File: src/rtl/clk_half_period_calc.sv
// Converts a requested frequency (Hz) into a half-period count of clk cycles by driving an external uint_div.
// Optional build macro CLK_CALC_ROUND_NEAREST_EN: round half up instead of truncating the quotient.
module clk_half_period_calc #(
  parameter int WIDTH    = 32,
  parameter int CLK_FREQ = 100000000
) (
  input  logic             clk,
  input  logic             resetn,
  input  logic             req_valid,
  output logic             req_ready,
  input  logic [WIDTH-1:0] req_freq_hz,
  output logic             out_valid,
  output logic [WIDTH-1:0] out_half_period,
  output logic             out_error,
  output logic             div_start,
  output logic [WIDTH-1:0] div_a,
  output logic [WIDTH-1:0] div_b,
  input  logic             div_idle,
  input  logic             div_dbz,
  input  logic [WIDTH-1:0] div_result,
  input  logic [WIDTH-1:0] div_remainder
);

  localparam logic [WIDTH-1:0] LP_CLK  = WIDTH'(CLK_FREQ);
  localparam logic [WIDTH-1:0] LP_HALF = LP_CLK >> 1;

  typedef enum logic [2:0] {S_IDLE, S_CHECK, S_LAUNCH, S_WAIT, S_ROUND, S_ERR} state_t;

  state_t           r_state, w_next;
  logic [WIDTH-1:0] r_freq;
  logic [WIDTH-1:0] r_q;
  logic             r_dbz;
  logic             r_div_start;
  logic             r_out_valid;
  logic             r_out_error;
  logic [WIDTH-1:0] r_half;
  logic [WIDTH-1:0] r_div_b;
  logic             w_accept, w_bad, w_launch, w_sample, w_finish, w_fail;
  logic [WIDTH-1:0] w_rounded;

`ifdef CLK_CALC_ROUND_NEAREST_EN
  logic [WIDTH-1:0] r_rem;

  // Compare at WIDTH+1 bits so doubling the remainder never overflows.
  function automatic logic [WIDTH-1:0] round_half_up(input logic [WIDTH-1:0] q,
                                                     input logic [WIDTH-1:0] rem,
                                                     input logic [WIDTH-1:0] b);
    logic [WIDTH:0] twice_rem;
    twice_rem = {rem, 1'b0};
    return (twice_rem >= {1'b0, b}) ? q + WIDTH'(1) : q;
  endfunction

  assign w_rounded = round_half_up(r_q, r_rem, r_div_b);
`else
  logic w_unused_rem;
  assign w_unused_rem = ^div_remainder;
  assign w_rounded    = r_q;
`endif

  assign req_ready = resetn && (r_state == S_IDLE);
  assign w_accept  = req_valid && req_ready;
  assign w_bad     = (r_freq == '0) || (r_freq > LP_HALF);

  // Output decode: divider handshakes and result completion
  always_comb begin
    w_launch = (r_state == S_LAUNCH) && div_idle && !r_div_start;
    w_sample = (r_state == S_WAIT) && div_idle && !r_div_start;
    w_finish = (r_state == S_ROUND) || (r_state == S_ERR);
    w_fail   = (r_state == S_ERR) || ((r_state == S_ROUND) && r_dbz);
  end

  always_comb begin
    w_next = r_state;
    case (r_state)
      S_IDLE:   if (w_accept) w_next = S_CHECK;
      S_CHECK:  w_next = w_bad ? S_ERR : S_LAUNCH;
      S_LAUNCH: if (w_launch) w_next = S_WAIT;
      S_WAIT:   if (w_sample) w_next = S_ROUND;
      S_ROUND:  w_next = S_IDLE;
      S_ERR:    w_next = S_IDLE;
      default:  w_next = S_IDLE;
    endcase
  end

  always_ff @(posedge clk) begin
    if (!resetn) r_state <= S_IDLE;
    else         r_state <= w_next;
  end

  always_ff @(posedge clk) begin
    if (!resetn) begin
      r_div_start <= 1'b0;
      r_out_valid <= 1'b0;
      r_out_error <= 1'b0;
      r_half      <= '0;
      r_div_b     <= '0;
    end else begin
      r_div_start <= w_launch;
      r_out_valid <= w_finish;
      if (w_finish) begin
        r_out_error <= w_fail;
        r_half      <= w_fail ? '0 : w_rounded;
      end
      // freq <= CLK_FREQ/2 here, so the doubling cannot overflow
      if ((r_state == S_CHECK) && !w_bad) r_div_b <= r_freq << 1;
    end
  end

  // Datapath captures carry no reset; they are only read once qualified by the FSM.
  always_ff @(posedge clk) begin
    if (w_accept) r_freq <= req_freq_hz;
    if (w_sample) begin
      r_q   <= div_result;
      r_dbz <= div_dbz;
`ifdef CLK_CALC_ROUND_NEAREST_EN
      r_rem <= div_remainder;
`endif
    end
  end

  assign div_start       = r_div_start;
  assign div_a           = LP_CLK;
  assign div_b           = r_div_b;
  assign out_valid       = r_out_valid;
  assign out_error       = r_out_error;
  assign out_half_period = r_half;

endmodule
File: config.mk
export PLATFORM = sky130hd
export DESIGN_NAME = clk_half_period_calc
export DESIGN_NICKNAME = d
export VERILOG_FILES = /design/src/rtl/clk_half_period_calc.sv
export SDC_FILE = /design/constraint.sdc
export NUM_CORES = 1
export LEC_CHECK = 0
export CAP_MARGIN = 20
export CORE_ASPECT_RATIO = 0.6
export CORE_MARGIN = 3
export CORE_UTILIZATION = 43
export DETAILED_ROUTE_END_ITERATION = 10
export GPL_TIMING_DRIVEN = 0
export PLACE_DENSITY_LB_ADDON = 0.2
export SYNTH_ARGS = -nofsm -noshare
export SYNTH_HDL_FRONTEND = slang
export SYNTH_SLANG_ARGS = --single-unit
File: constraint.sdc
create_clock -name clk -period 3.3 [get_ports clk]
set_clock_uncertainty 0.1 [all_clocks]
set_input_delay 0.495 -clock clk [delete_from_list [all_inputs] [get_ports clk]]
set_output_delay 0.495 -clock clk [all_outputs]
set_load 0.01 [all_outputs]
==> reports/results.ini, run 1 <==
[run_status]
outcome=complete, no violations

[place]
post-dp-hpwl_um=9114
io_buffers=135
gp_congestion=0.8293
placed_cell_area_um2=6814
dp_slack_ns=0.3066

[sta]
setup-tns-final_ns=0
fmax_ghz=0.3429
fin_crit_sh=0.8838
setup_slack_ns=0.3835
slew_headroom=0.3342
finalSetupViolCount=0
final.min_clock_period_ns=2.916
worst-slew-pin-transition_ns=0.9967
finalHoldViolations=0
rsz0062_at_grt=no
slew_violations=0

[setup_path]
critPathRequiredTime_ns=2.70
endpoint_kind=output port
cp_data_arrival_time_ns=2.32
startpoint_type=input pin
crit_fanout=10
crit_type=input pin to output port

[clock_tree]
path_clk_slew_ns=0.06
cts_made_buffers=17
cts_setup_buffers=0
cts_resized=0
cts_hold_buf=0
cts_tree=yes
cts.sinks=134
insertion_delay_ns=0.40
cts_root_buf=clkbuf_16
cts_buffer_depth=2
htreeDepth=4

[synth]
netlist_top_cells_area=edfxtp_1 38%, dfxtp_1 27%, a22o_1 5.3%
synth_largest_area_cell=edfxtp_1
synth_seq_area_share=0.6521
yosysWarnings=0
synth_cells=370
ys_ff_latch=134
syn_area_um2=5111
ys_types=45
netlist.area_leader.share=0.3819
syn_avg_cell_area_um2=13.81

[global_routing]
overflow=0
grt_max_degree=34
grt.total_usage=0.1833
grt_pass1_vias=3418
grt_pass1_wl_um=18940
antenna_found_initial=0

[finish]
fillers=855
diodes=0
final_area_um2=7477
drive_gt1_frac=0.1845
area_delta_synth_final_pct=46.29
nets=657
final_util=0.6531

[detailed_routing]
vias=3670
post_drt_wl_per_cell_um=16.76
drtPass1Iterations=4
drt_iter0_drc=288
drt-total-wl_um=12220
postRouteAntennaNets=0
avgViaCountPerCell=5.034
drc=0

[floorplanning]
start_util=0.4464
dieWidth_um=146.8
core.rowCount=30
die_h_um=90.45
pin_count=201
dieArea_um2=13270
core-area_um2=11450

[pwr]
power_leakage_uw=0.002676
ir_drop_mv=0.3576
pwr_density_cell_nw_per_um2=562.0

[job]
cap_violations=0

[hold_path]
hold_class=flop to flop

-- worst max-delay path: stages --
cell and delay (ns):
clkdlybuf4s50_1 0.46, clkbuf_1 0.36, nand2b_1 0.18, nor3_1 0.22, clkdlybuf4s50_1 0.61
-- kinds of logic after synthesis --
family | Yosys count | synth area share
AO/OA/AOI/OAI | 99 | 0.1770
XOR/XNOR | 1 | 0.001714
buffers and inverters | 62 | 0.08225
flip-flops | 134 | 0.6521
other | 2 | 0.001469
AND/OR/NAND/NOR | 72 | 0.08543
-- final timing paths --
| check | startpoint | endpoint | slack [ns] | depth (start not counted) |
|---|---|---|---|---|
| min | r_q[24]$_DFFE_PP_ | out_half_period[24]$_SDFFE_PN0P_ | 0.36 | 1 |
| max | resetn | req_ready | 0.38 | 5 |
| min reg2reg | r_q[24]$_DFFE_PP_ | out_half_period[24]$_SDFFE_PN0P_ | 0.36 | 1 |
| max reg2reg | r_freq[30]$_DFFE_PP_ | div_b[19]$_SDFFE_PN0P_ | 0.63 | 6 |
-- sequential cells by signal, summed over array words and instances (netlist names) --
name             flops
out_half_period     32
r_freq              32
r_q                 32
div_b               31
r_state              3
div_start            1
out_error            1
out_valid            1
r_dbz                1
-- layout make-up --
class | instances | area (µm²) | area share
timing repair buffer | 136 | 1379 | 0.1844
buffer | 62 | 420.4 | 0.05622
tap | 160 | 200.2 | 0.02677
clock buffer | 20 | 479.2 | 0.06409
multi-input combinational | 205 | 1481 | 0.1981
clock inverter | 12 | 183.9 | 0.02460
sequential | 134 | 3333 | 0.4458
-- metal layers --
layer | global-route usage | routed length [µm] | vias up | part of all wire
met1 | 0.2793 | 5943 | 1738 | 0.49
li1 | - | - | 1740 | -
met3 | 0.06219 | 1176 | 10 | 0.096
met5 | 0 | 0 | - | 0
met2 | 0.2466 | 4982 | 182 | 0.41
met4 | 0.04930 | 116 | 0 | 0.0095
-- per-stage QoR --
stage	std cells	hold WS (ns)	power [µW]
after floorplan	401	0.3418	2008
after global placement	696	0.3447	2146
after detailed placement	697	0.3497	2161
after CTS	729	0.3636	4235
after global routing	729	0.3777	4335
final	729	0.3618	4202
-- layout by cell type (no fill, tap or decap), drive strengths merged, types with 3 or more instances in the layout --
cell type / n
a21boi: 27
a22o: 31
and3: 7
buf: 48
bufinv: 4
clkbuf: 35
clkdlybuf4s50: 135
clkinv: 3
conb: 33
dfxtp: 69
edfxtp: 65
inv: 5
nand2: 7
nand2b: 3
nand3: 3
nand4: 28
nor2: 4
nor2b: 4
nor3: 4
nor4: 5
o31ai: 27
-- power breakdown --
part	total, µW	switching [µW]	internal, µW	leakage (µW)
sequential	1810	25.3	1790	0.00115
clock	2070	704	1370	0.000327
combinational	318	144	174	0.00120
total	4200	873	3330	0.00268
-- cell usage after synthesis --
master     number
xor2_1          1
a21boi_2       20
nor4_2          1
clkbuf_1       15
a21o_1          1
o31ai_1        26
a221oi_1        1
buf_2           3
nor2b_1         4
buf_8           2
nand3b_1        1
o211a_1         1
buf_1           3
conb_1          2
a21oi_2         1
a2111o_1        1
a2111oi_2       1
a21boi_1        6
or3_1           1
nand4_1        28
a41oi_1         1
nor2_1          4
edfxtp_1       65
a221o_1         1
a31o_1          1
dfxtp_1        69
o31ai_4         1
nor3_1          4
buf_4          35
nand2b_1        3
a311o_1         1
or3_4           1
and3_1          7
buf_6           4
o31a_1          1
nor4_1          4
a31oi_1         1
and2_1          2
a21boi_0        1
a311oi_1        1
a22o_1         31
o41ai_2         1
nand2_1         7
or4_4           2
nand3_1         3
No activity file was read; power rests on OpenSTA's default activity.
==> run 2: changes to the inputs <==
--- a/constraint.sdc
+++ b/constraint.sdc
@@ -4,2 +4,2 @@
 set_output_delay 0.495 -clock clk [all_outputs]
-set_load 0.01 [all_outputs]
+set_load 0.02 [all_outputs]
==> results of run 2 <==
The final DEF is identical to that of run 1. Status: complete, no violations.
Main changes from that run: setup slack after layout 0.3835 ns -> 0.3160 ns; total power 4202 µW -> 4230 µW
